### src/rtl/ex_stage_if.sv
// ex_stage_if -- bundles the decode->EX, EX->MEM, EX->decode and data-SRAM
// signals of the execute stage.
//   master : the surrounding pipeline; drives MEM_allow, ID_to_EX_valid and
//            ID_to_EX_bus, and observes everything else.
//   slave  : the execute stage itself.
interface ex_stage_if;
  logic         MEM_allow;
  logic         EX_allow;
  logic         ID_to_EX_valid;
  logic [147:0] ID_to_EX_bus;
  logic         EX_to_MEM_valid;
  logic [70:0]  EX_to_MEM_bus;
  logic [37:0]  EX_to_ID_forward;
  logic         EX_to_ID_load_up;
  logic         data_sram_en;
  logic [3:0]   data_sram_we;
  logic [31:0]  data_sram_addr;
  logic [31:0]  data_sram_wdata;

  modport master (
    output MEM_allow, ID_to_EX_valid, ID_to_EX_bus,
    input  EX_allow, EX_to_MEM_valid, EX_to_MEM_bus, EX_to_ID_forward,
           EX_to_ID_load_up, data_sram_en, data_sram_we, data_sram_addr,
           data_sram_wdata
  );

  modport slave (
    input  MEM_allow, ID_to_EX_valid, ID_to_EX_bus,
    output EX_allow, EX_to_MEM_valid, EX_to_MEM_bus, EX_to_ID_forward,
           EX_to_ID_load_up, data_sram_en, data_sram_we, data_sram_addr,
           data_sram_wdata
  );
endinterface

### src/rtl/ex_stage.sv
// ex_stage -- single-cycle execute stage of the pipeline.
// Latches one decoded instruction, evaluates the one-hot ALU, issues the
// data-SRAM request on the cycle the instruction moves on to MEM, and
// forwards its result back to decode.
// Ports:
//   clk    : clock, rising edge
//   reset  : synchronous, active-high; clears the valid bit only
//   ex_if  : ex_stage_if.slave -- handshakes, pipeline buses, SRAM request
module ex_stage (
  input  logic       clk,
  input  logic       reset,
  ex_stage_if.slave  ex_if
);

  logic         ex_valid_q;
  logic         ex_valid_d;
  logic [147:0] bus_q;
  logic         ex_ready_go;
  logic         load_en;

  logic [11:0]  alu_op;
  logic [31:0]  src1;
  logic [31:0]  src2;
  logic         gr_we;
  logic         mem_we;
  logic [4:0]   dest;
  logic [31:0]  rkd_value;
  logic [31:0]  pc;
  logic         res_from_mem;
  logic [31:0]  alu_result;
  logic [4:0]   shamt;

  assign {alu_op, src1, src2, gr_we, mem_we, dest, rkd_value, pc, res_from_mem} = bus_q;
  assign shamt = src2[4:0];

  assign ex_ready_go   = 1'b1;
  assign ex_if.EX_allow = !ex_valid_q || (ex_ready_go && ex_if.MEM_allow);
  assign load_en       = ex_if.ID_to_EX_valid && ex_if.EX_allow;
  assign ex_valid_d    = ex_if.EX_allow ? ex_if.ID_to_EX_valid : ex_valid_q;

  always_ff @(posedge clk) begin
    if (reset) begin
      ex_valid_q <= 1'b0;
    end else begin
      ex_valid_q <= ex_valid_d;
    end
    // Payload is deliberately not reset; it is ignored while ex_valid_q is 0.
    if (load_en) begin
      bus_q <= ex_if.ID_to_EX_bus;
    end
  end

  // Every selected term is OR-ed in, so an all-zero opcode yields 0.
  always_comb begin
    alu_result = '0;
    if (alu_op[0])  alu_result = alu_result | (src1 + src2);
    if (alu_op[1])  alu_result = alu_result | (src1 - src2);
    if (alu_op[2])  alu_result = alu_result | {31'd0, $signed(src1) < $signed(src2)};
    if (alu_op[3])  alu_result = alu_result | {31'd0, src1 < src2};
    if (alu_op[4])  alu_result = alu_result | (src1 & src2);
    if (alu_op[5])  alu_result = alu_result | ~(src1 | src2);
    if (alu_op[6])  alu_result = alu_result | (src1 | src2);
    if (alu_op[7])  alu_result = alu_result | (src1 ^ src2);
    if (alu_op[8])  alu_result = alu_result | (src1 << shamt);
    if (alu_op[9])  alu_result = alu_result | (src1 >> shamt);
    if (alu_op[10]) alu_result = alu_result | 32'($signed(src1) >>> shamt);
    if (alu_op[11]) alu_result = alu_result | src2;
  end

  assign ex_if.EX_to_MEM_valid = ex_valid_q && ex_ready_go;
  assign ex_if.EX_to_MEM_bus   = {res_from_mem, gr_we, dest, alu_result, pc};

  // Request only in the hand-off cycle, so a stalled access is never repeated.
  assign ex_if.data_sram_en    = ex_valid_q && ex_if.MEM_allow && (res_from_mem || mem_we);
  assign ex_if.data_sram_we    = (ex_if.data_sram_en && mem_we) ? 4'hF : 4'h0;
  assign ex_if.data_sram_addr  = alu_result;
  assign ex_if.data_sram_wdata = rkd_value;

  // A bubble forwards dest 0 so decode never sees a false dependency.
  assign ex_if.EX_to_ID_forward = {ex_valid_q && gr_we && !res_from_mem,
                                   (ex_valid_q && gr_we) ? dest : 5'd0,
                                   alu_result};
  assign ex_if.EX_to_ID_load_up = ex_valid_q && res_from_mem;

endmodule

### src/flat_wrapper.sv
// flat-port wrapper written by rule: the top's interface ports become plain ports
module ex_stage_flat 
  (clk, reset, ex_if_MEM_allow, ex_if_ID_to_EX_valid, ex_if_ID_to_EX_bus, ex_if_EX_allow, ex_if_EX_to_MEM_valid, ex_if_EX_to_MEM_bus, ex_if_EX_to_ID_forward, ex_if_EX_to_ID_load_up, ex_if_data_sram_en, ex_if_data_sram_we, ex_if_data_sram_addr, ex_if_data_sram_wdata);
  ex_stage_if ex_if_i ();
  input  logic clk;
  input  logic reset;
  input wire logic [$bits(ex_if_i.MEM_allow)-1:0] ex_if_MEM_allow;
  input wire logic [$bits(ex_if_i.ID_to_EX_valid)-1:0] ex_if_ID_to_EX_valid;
  input wire logic [$bits(ex_if_i.ID_to_EX_bus)-1:0] ex_if_ID_to_EX_bus;
  output wire logic [$bits(ex_if_i.EX_allow)-1:0] ex_if_EX_allow;
  output wire logic [$bits(ex_if_i.EX_to_MEM_valid)-1:0] ex_if_EX_to_MEM_valid;
  output wire logic [$bits(ex_if_i.EX_to_MEM_bus)-1:0] ex_if_EX_to_MEM_bus;
  output wire logic [$bits(ex_if_i.EX_to_ID_forward)-1:0] ex_if_EX_to_ID_forward;
  output wire logic [$bits(ex_if_i.EX_to_ID_load_up)-1:0] ex_if_EX_to_ID_load_up;
  output wire logic [$bits(ex_if_i.data_sram_en)-1:0] ex_if_data_sram_en;
  output wire logic [$bits(ex_if_i.data_sram_we)-1:0] ex_if_data_sram_we;
  output wire logic [$bits(ex_if_i.data_sram_addr)-1:0] ex_if_data_sram_addr;
  output wire logic [$bits(ex_if_i.data_sram_wdata)-1:0] ex_if_data_sram_wdata;
  assign ex_if_i.MEM_allow = ex_if_MEM_allow;
  assign ex_if_i.ID_to_EX_valid = ex_if_ID_to_EX_valid;
  assign ex_if_i.ID_to_EX_bus = ex_if_ID_to_EX_bus;
  assign ex_if_EX_allow = ex_if_i.EX_allow;
  assign ex_if_EX_to_MEM_valid = ex_if_i.EX_to_MEM_valid;
  assign ex_if_EX_to_MEM_bus = ex_if_i.EX_to_MEM_bus;
  assign ex_if_EX_to_ID_forward = ex_if_i.EX_to_ID_forward;
  assign ex_if_EX_to_ID_load_up = ex_if_i.EX_to_ID_load_up;
  assign ex_if_data_sram_en = ex_if_i.data_sram_en;
  assign ex_if_data_sram_we = ex_if_i.data_sram_we;
  assign ex_if_data_sram_addr = ex_if_i.data_sram_addr;
  assign ex_if_data_sram_wdata = ex_if_i.data_sram_wdata;
  ex_stage u_core (.clk(clk), .reset(reset), .ex_if(ex_if_i));
endmodule
### config.mk
export PLATFORM = sky130hd
export DESIGN_NAME = ex_stage_flat
export DESIGN_NICKNAME = d
export VERILOG_FILES = /design/src/rtl/ex_stage_if.sv /design/src/rtl/ex_stage.sv /design/src/flat_wrapper.sv
export SDC_FILE = /design/constraint.sdc
export NUM_CORES = 1
export LEC_CHECK = 0
export CAP_MARGIN = 15
export CORE_UTILIZATION = 40
export CTS_CLUSTER_SIZE = 25
export DETAILED_ROUTE_END_ITERATION = 12
export PLACE_DENSITY = 0.67
export SLEW_MARGIN = 0
export SYNTH_ARGS = -nofsm -noshare
export SYNTH_HDL_FRONTEND = slang
export SYNTH_SLANG_ARGS = --single-unit
export TNS_END_PERCENT = 50
### constraint.sdc
create_clock -name clk -period 8.8 [get_ports clk]
set_input_delay 1.32 -clock clk [delete_from_list [all_inputs] [get_ports clk]]
set_output_delay 1.32 -clock clk [all_outputs]
set_load 0.005 [all_outputs]
==> impl_metrics.csv, run 1 <==
group,metric,value,unit
hold_path,min_delay_path_depth,2,
setup_path,path_cells,"inv_2 > buf_4 > ha_1 > or2_1 > o211ai_2 > a311oi_1 > nand3_1 > a211oi_1 > o2bb2ai_1 > o22ai_1 > a211oi_1 > a311o_1 > clkdlybuf4s50_1",
drt,drt_wl_total,52.16,mm
cts,postCtsSetupBuffers,0,
cts,clkTransAtPathRegs,60,ps
setup_path,ff_to_ff_path_depth,3,
setup_path,cp_top_family,"compound AO/OA/AOI/OAI gates",
cts,clkLatencyLatePin,460,ps
timing,max_slew.worst_pin.slew,1038,ps
logic_synthesis,syn-num-nets,1832,
drt,remaining_drc_errors,0,
floorplanning,design.portCount,333,
cts,tritoncts.num_buffers,17,
setup_path,worst_r2r_startpoint,"u_core.ex_if.EX_to_MEM_valid$_SDFFE_PP0N_",
timing,totalNegativeSetupSlack,0,ps
floorplanning,die_w,191.4,um
setup_path,cpMaxStageDelayCell,"sky130_fd_sc_hd__a311oi_1",
drt,vias_per_cell,6.092,
cts,tritoncts_num_sinks,149,
setup_path,reg2reg_to,"u_core.bus_q[65]$_DFFE_PP_",
timing,timing.fmax,0.1563,GHz
timing,grt_setup_unrepaired,"no",
cts,cts.path.max_buffers,2,
cts,cts_tree,"built",
logic_synthesis,synth_sequential_area_ratio,31.11,%
drt,drt-pass1-iter-count,8,
cells_and_area,layout-area-overhead-vs-synth,22.45,%
setup_path,critPathMaxStageDelay,680,ps
timing,timing.final.max_slew_violations,0,
timing,final_period_minus_worst_setup_slack,6396,ps
cts,cts_max_level,4,
placement,place_congestion,0.9875,
setup_path,worst-r2r-setup-slack,6520,ps
global_routing,global_route_usage_over_all_layers,28.23,%
timing,finalHoldViolations,0,
setup_path,timing.critical_path.to_type,"output port",
global_routing,grt_first_pass_wirelength,76.94,mm
timing,report.final.setup_viol,0,
logic_synthesis,synth-seq-cells,149,
cts,cts.repair.resized,0,
timing,timing.slew.headroom,29.04,%
drt,vias,13310,
setup_path,critical_path.startpoint_type,"register",
setup_path,timing.critical_path.arrival,5080,ps
power_and_ir_drop,vdd_ir_drop_max,0.0001484,V
hold_path,hp-class,"reg2reg",
logic_synthesis,mappedNetlistArea,14350,um2
drt,route.antenna.remaining_nets,0,
hold_path,timing.hold.worst.start,"u_core.ex_if.EX_to_MEM_valid$_SDFFE_PP0N_",
timing,period_utilization_post_route,72.69,%
floorplanning,floorplan.initialDensity,40.54,%
timing,clock_skew,22.93,ps
setup_path,timing.critical_path.buf_inv,3,
floorplanning,fp-row-count,69,
logic_synthesis,synth_edf_count,148,
logic_synthesis,synth-warning-count,0,
cells_and_area,antenna-diode-count,0,
global_routing,grt_max_degree,92,
global_routing,grt_overflow,0,
cells_and_area,layout.nets,1962,
logic_synthesis,post_synthesis_cell_count,1581,
logic_synthesis,syn_area_per_cell,9.076,um2
drt,detail_route.wl_per_cell,23.87,um
floorplanning,floorplan.die_area,36630,um2
floorplanning,die_height,191.4,um
cts,cts_hold_repair.buffers,0,
power_and_ir_drop,static-leakage-power,0.006829,uW
global_routing,grt_antenna_before_repair,0,
run_status,outcome,"finished, final reports clean",
setup_path,critical_path.most_common_cell,"sky130_fd_sc_hd__a211oi_1",
setup_path,critPathRequiredTime,7480,ps
floorplanning,fp.coreArea,35400,um2
placement,dp_hpwl,39.82,mm
hold_path,min_delay_worst_endpoint,"u_core.ex_if.EX_to_MEM_valid$_SDFFE_PP0N_",
logic_synthesis,ys_types,83,
timing,hold-worst-slack,681.9,ps
setup_path,crit_fanout,42,
placement,port_buffers,332,
drt,drt_first_iter_violations,1620,
power_and_ir_drop,power.density,144.8,nW/um2
setup_path,path_class,"reg2out",
logic_synthesis,asyncSetResetFlopFracSynth,0,%
run,drv.max_cap_violation_count,0,
cts,clock_tree_root_buffer_cell,"sky130_fd_sc_hd__clkbuf_16",
global_routing,vias_in_the_first_global_route,12533,
logic_synthesis,ys.flop_type,"sky130_fd_sc_hd__edfxtp_1",
cells_and_area,post_route_cells_drive_above_1_share,6.381,%
-- report_power, final --
group / switching, uW / internal [uW] / leakage, uW
combinational: 485 / 385 / 0.00509
sequential: 45.8 / 832 / 0.00144
clock: 310 / 485 / 0.000299
total: 841 / 1700 / 0.00683
-- stage by stage --
stage	setup WS (ps)	power [uW]	cells	util (%)	instance area (um2)
floorplan	3394	1432	1581	-	14350
global placement	3042	1740	2153	47.87	16940
detailed placement	2968	1745	2153	47.87	16940
CTS	2443	2550	2185	49.64	17570
global route	2049	2652	2185	49.64	17570
finish	2404	2544	2185	49.64	17570
-- logic make-up (layout without fill, tap and decap cells) --
kind of cell | count (synthesis) | count (layout) | synth area share, %
AO/OA/AOI/OAI | 466 | 466 | 22.39
buffers and inverters | 348 | 491 | 13.12
AND/OR/NAND/NOR | 338 | 338 | 10.61
flip-flops | 149 | 149 | 31.11
multiplexers | 147 | 147 | 11.95
adder cells (fa/ha/maj) | 99 | 99 | 8.737
XOR/XNOR | 34 | 34 | 2.075
-- layout by cell type, fill, tap and decap left out, types with 7 or more instances in the layout --
cell type and count:
sky130_fd_sc_hd__mux2_2 17, sky130_fd_sc_hd__o2111ai_1 7, sky130_fd_sc_hd__nor2_1 105, sky130_fd_sc_hd__inv_1 96, sky130_fd_sc_hd__o21bai_1 10, sky130_fd_sc_hd__mux4_2 16, sky130_fd_sc_hd__o22ai_1 9, sky130_fd_sc_hd__nand2_1 112
sky130_fd_sc_hd__o211ai_1 25, sky130_fd_sc_hd__a222oi_1 27, sky130_fd_sc_hd__a221oi_1 14, sky130_fd_sc_hd__a211o_1 7, sky130_fd_sc_hd__ha_1 97, sky130_fd_sc_hd__o21ai_1 30, sky130_fd_sc_hd__xor2_1 8, sky130_fd_sc_hd__a221o_1 9
sky130_fd_sc_hd__clkdlybuf4s50_1 332, sky130_fd_sc_hd__and2_1 7, sky130_fd_sc_hd__a21o_1 17, sky130_fd_sc_hd__o21ai_0 64, sky130_fd_sc_hd__nand4_1 12, sky130_fd_sc_hd__a21oi_1 116, sky130_fd_sc_hd__o221ai_1 11, sky130_fd_sc_hd__a211oi_1 26
sky130_fd_sc_hd__o31ai_1 7, sky130_fd_sc_hd__and3_1 8, sky130_fd_sc_hd__nor3_1 18, sky130_fd_sc_hd__nor2b_1 13, sky130_fd_sc_hd__o21a_1 8, sky130_fd_sc_hd__a22oi_1 9, sky130_fd_sc_hd__buf_4 22, sky130_fd_sc_hd__edfxtp_1 148
sky130_fd_sc_hd__a31oi_1 19, sky130_fd_sc_hd__mux2i_1 106, sky130_fd_sc_hd__nand2b_1 7, sky130_fd_sc_hd__nand3_1 31, sky130_fd_sc_hd__clkbuf_16 17, sky130_fd_sc_hd__xnor2_1 26
-- worst register-to-register path, stage by stage, from the launching register on --
cell                       delay [ps]
sky130_fd_sc_hd__dfxtp_1          400
sky130_fd_sc_hd__nand2b_1         160
sky130_fd_sc_hd__and2_4           640
sky130_fd_sc_hd__buf_4            690
-- flip-flops by register name, summed over array words and instances (netlist names) --
name,count
u_core.ex_if.EX_to_MEM_valid,1
u_core.bus_q,148
-- area by class of cell --
type | instances | area [um2]
Clock inverter | 11 | 175.2
Clock buffer | 21 | 450.4
Inverter | 104 | 390.4
Fill cell | 3301 | 17830
Timing Repair Buffer | 355 | 3508
Tap cell | 461 | 576.8
Sequential cell | 149 | 4464
Multi-Input combinational cell | 1084 | 8004
-- worst max-delay path by stage --
stage | start | to | slack, ps | depth (start not counted)
after global routing | u_core.bus_q[73]$_DFFE_PP_ | ex_if_EX_to_ID_forward[27] | 2050 | 13
final | u_core.bus_q[73]$_DFFE_PP_ | ex_if_EX_to_ID_forward[31] | 2400 | 13
after floorplan | ex_if_MEM_allow | u_core.bus_q[0]$_DFFE_PP_ | 3390 | 2
after global placement | u_core.bus_q[73]$_DFFE_PP_ | ex_if_EX_to_ID_forward[31] | 3040 | 13
after CTS | u_core.bus_q[73]$_DFFE_PP_ | ex_if_EX_to_MEM_bus[59] | 2440 | 13
after detailed placement | u_core.bus_q[73]$_DFFE_PP_ | ex_if_EX_to_MEM_bus[59] | 2970 | 13
-- Yosys cell counts (30+ instances only) --
| master | number | share of area (%) |
|---|---|---|
| sky130_fd_sc_hd__nand3_1 | 31 | 1.1 |
| sky130_fd_sc_hd__edfxtp_1 | 148 | 31 |
| sky130_fd_sc_hd__inv_1 | 96 | 2.5 |
| sky130_fd_sc_hd__o21ai_1 | 30 | 1.0 |
| sky130_fd_sc_hd__mux2i_1 | 106 | 7.4 |
| sky130_fd_sc_hd__o21ai_0 | 64 | 2.2 |
| sky130_fd_sc_hd__nand2_1 | 112 | 2.9 |
| sky130_fd_sc_hd__nor2_1 | 105 | 2.7 |
| sky130_fd_sc_hd__buf_4 | 140 | 7.3 |
| sky130_fd_sc_hd__ha_1 | 97 | 8.5 |
| sky130_fd_sc_hd__clkbuf_1 | 65 | 1.7 |
| sky130_fd_sc_hd__a21oi_1 | 116 | 4.0 |
-- routing by layer --
| layer | track usage (%) | up-vias | wire length (um) |
|---|---|---|---|
| li1 | - | 5980 | - |
| met1 | 36.81 | 6435 | 21120 |
| met2 | 45.53 | 804 | 24080 |
| met3 | 5.691 | 91 | 4987 |
| met4 | 11.29 | 0 | 1968 |
| met5 | 0 | - | 0 |
(Power assumes the default switching activity.)
==> run 2, diff against run 1 <==
clock period = 6.7 ns   (was 8.8 ns; I/O delays follow)
==> run 2 against run 1 <==
  * Combinational power rose by 32%
  * First-iteration DRC count rose by 0.62%
  * Core utilization fell by 0.15 points
  * Register-to-register slack got worse by 2100 ps
  * Count of clock-buffer cells in the layout rose by 1
  * Clock skew fell by 6.9 ps
  * Sequential share of layout area rose by 0.076 points
  * Global-route usage rose by 0.26 points
  * Clock power rose by 12%
==> impl_metrics.csv, run 2 (synthesis gave the netlist of run 1 again) <==
group,metric,value,unit
run_status,outcome,"finished, final reports clean",
drt,drt_wl_total,52.63,mm
floorplanning,fp.coreArea,35400,um2
cts,cts.repair.resized,0,
placement,dp_hpwl,40.33,mm
power_and_ir_drop,static-leakage-power,0.006803,uW
floorplanning,fp-row-count,69,
drt,drt-pass1-iter-count,7,
cells_and_area,layout.cells.most_common_list,"sky130_fd_sc_hd__clkdlybuf4s50_1, sky130_fd_sc_hd__edfxtp_1, sky130_fd_sc_hd__a21oi_1",
global_routing,grt_first_pass_wirelength,77.25,mm
setup_path,timing.critical_path.arrival,4600,ps
drt,drt_first_iter_violations,1630,
global_routing,grt_antenna_before_repair,0,
floorplanning,design.portCount,333,
timing,final_period_minus_worst_setup_slack,5606,ps
floorplanning,die_w,191.4,um
timing,finalHoldViolations,0,
cts,tritoncts_num_sinks,149,
cells_and_area,largest_register,"u_core.bus_q",
cts,clkTransAtPathRegs,60,ps
cts,cts.path.max_buffers,2,
power_and_ir_drop,vdd_ir_drop_max,0.0001883,V
floorplanning,die_height,191.4,um
drt,remaining_drc_errors,0,
placement,place_congestion,1.033,
cts,tritoncts.num_buffers,17,
setup_path,critPathRequiredTime,5690,ps
timing,grt_setup_unrepaired,"no",
cts,cts_tree,"built",
placement,dpl_worst_slack,1705,ps
cells_and_area,largest_register_ff_count,148,
floorplanning,floorplan.initialDensity,40.54,%
cts,clkLatencyLatePin,460,ps
placement,placed_cell_area,16980,um2
run,drv.max_cap_violation_count,0,
setup_path,path_class,"reg2out",
cells_and_area,stdcell_area,17520,um2
power_and_ir_drop,clock_power_share,27.8,%
timing,max_slew.worst_pin.slew,1181,ps
cts,cts_hold_repair.buffers,0,
timing,report.final.setup_viol,0,
timing,timing.final.max_slew_violations,0,
setup_path,critical_path.startpoint_type,"register",
placement,port_buffers,332,
timing,totalNegativeSetupSlack,0,ps
cells_and_area,layout-area-overhead-vs-synth,22.08,%
timing,timing.fmax,0.1784,GHz
power_and_ir_drop,intPower,2088,uW
cts,cts_max_level,4,
cells_and_area,post_route_cells_drive_above_1_share,6.593,%
drt,vias_per_cell,6.052,
global_routing,grt_overflow,0,
timing,timing.slew.headroom,19.21,%
timing,period_utilization_post_route,83.68,%
global_routing,global_route_usage_over_all_layers,28.49,%
power_and_ir_drop,power.density,182.2,nW/um2
floorplanning,floorplan.die_area,36630,um2
cells_and_area,layout.nets,1967,
hold_path,hp-class,"reg2reg",
cells_and_area,mostFrequentLayoutCell,"sky130_fd_sc_hd__clkdlybuf4s50_1",
power_and_ir_drop,seqPwrFrac,36.1,%
global_routing,vias_in_the_first_global_route,12394,
setup_path,crit_fanout,37,
timing,clock_skew,16.04,ps
power_and_ir_drop,total_switching_power,1102,uW
setup_path,timing.critical_path.to_type,"output port",
drt,vias,13260,
global_routing,grt_max_degree,90,
power_and_ir_drop,share_comb_of_total_power,36.1,%
cts,clock_tree_root_buffer_cell,"sky130_fd_sc_hd__clkbuf_16",
timing,setup_ws,1094,ps
drt,route.antenna.remaining_nets,0,
power_and_ir_drop,p_sw_share,34.55,%
drt,detail_route.wl_per_cell,24.02,um
cts,postCtsSetupBuffers,0,
[run 2: per-stage QoR]
step	hold WS [ps]	utilization, %	total power [uW]	instances
final	677.6	49.49	3191	2191
after global routing	728.8	49.48	3338	2190
after CTS	674.1	49.48	3196	2190
after detailed placement	661.2	47.97	2296	2158
after global placement	655.2	47.97	2291	2158
after floorplan	601.8	-	1880	1581
[run 2: worst max-delay path, cell delays in order (launching register included)]
cell                              delay (ps)
sky130_fd_sc_hd__edfxtp_1                530
sky130_fd_sc_hd__buf_4                   410
sky130_fd_sc_hd__buf_4                   450
sky130_fd_sc_hd__nor2_1                  100
sky130_fd_sc_hd__a21oi_1                 190
sky130_fd_sc_hd__nor2_1                   60
sky130_fd_sc_hd__a21oi_1                 180
sky130_fd_sc_hd__o22a_1                  190
sky130_fd_sc_hd__nor2_1                   40
sky130_fd_sc_hd__a2111oi_0              1020
sky130_fd_sc_hd__o221ai_1                410
sky130_fd_sc_hd__clkdlybuf4s50_1         550
[run 2: area by class of cell]
class | count | area, um2
clock inverter | 10 | 78.83
sequential | 149 | 4464
antenna | 1 | 2.502
inverter | 104 | 390.4
tap | 461 | 576.8
timing repair buffer | 360 | 3546
clock buffer | 22 | 454.2
fill | 3354 | 17880
multi-input combinational | 1084 | 8004
[run 2: power groups by stage]
stage	sequential [uW]	clock (uW)	combinational [uW]
floorplan	1150	0	730
global placement	1170	0	1120
detailed placement	1170	0	1130
CTS	1150	914	1130
global route	1160	948	1230
finish	1150	888	1150
[run 2: path summary, 6_finish.rpt]
| check | from | to | slack (ps) | cells past startpoint |
|---|---|---|---|---|
| worst max register to register | u_core.ex_if.EX_to_MEM_valid$_SDFFE_PP0N_ | u_core.bus_q[65]$_DFFE_PP_ | 4450 | 3 |
| worst min-delay path | u_core.ex_if.EX_to_MEM_valid$_SDFFE_PP0N_ | u_core.ex_if.EX_to_MEM_valid$_SDFFE_PP0N_ | 680 | 2 |
| worst max-delay path | u_core.bus_q[73]$_DFFE_PP_ | ex_if_EX_to_ID_forward[17] | 1090 | 11 |
| worst min register to register | u_core.ex_if.EX_to_MEM_valid$_SDFFE_PP0N_ | u_core.ex_if.EX_to_MEM_valid$_SDFFE_PP0N_ | 680 | 2 |
[run 2: routing by layer]
metal	wire length, um	GRT usage (%)	up-vias
met5	0	0	-
met4	1645	9.310	0
met3	4938	6.774	92
met2	24280	46.06	780
met1	21760	37.20	6398
li1	-	-	5990
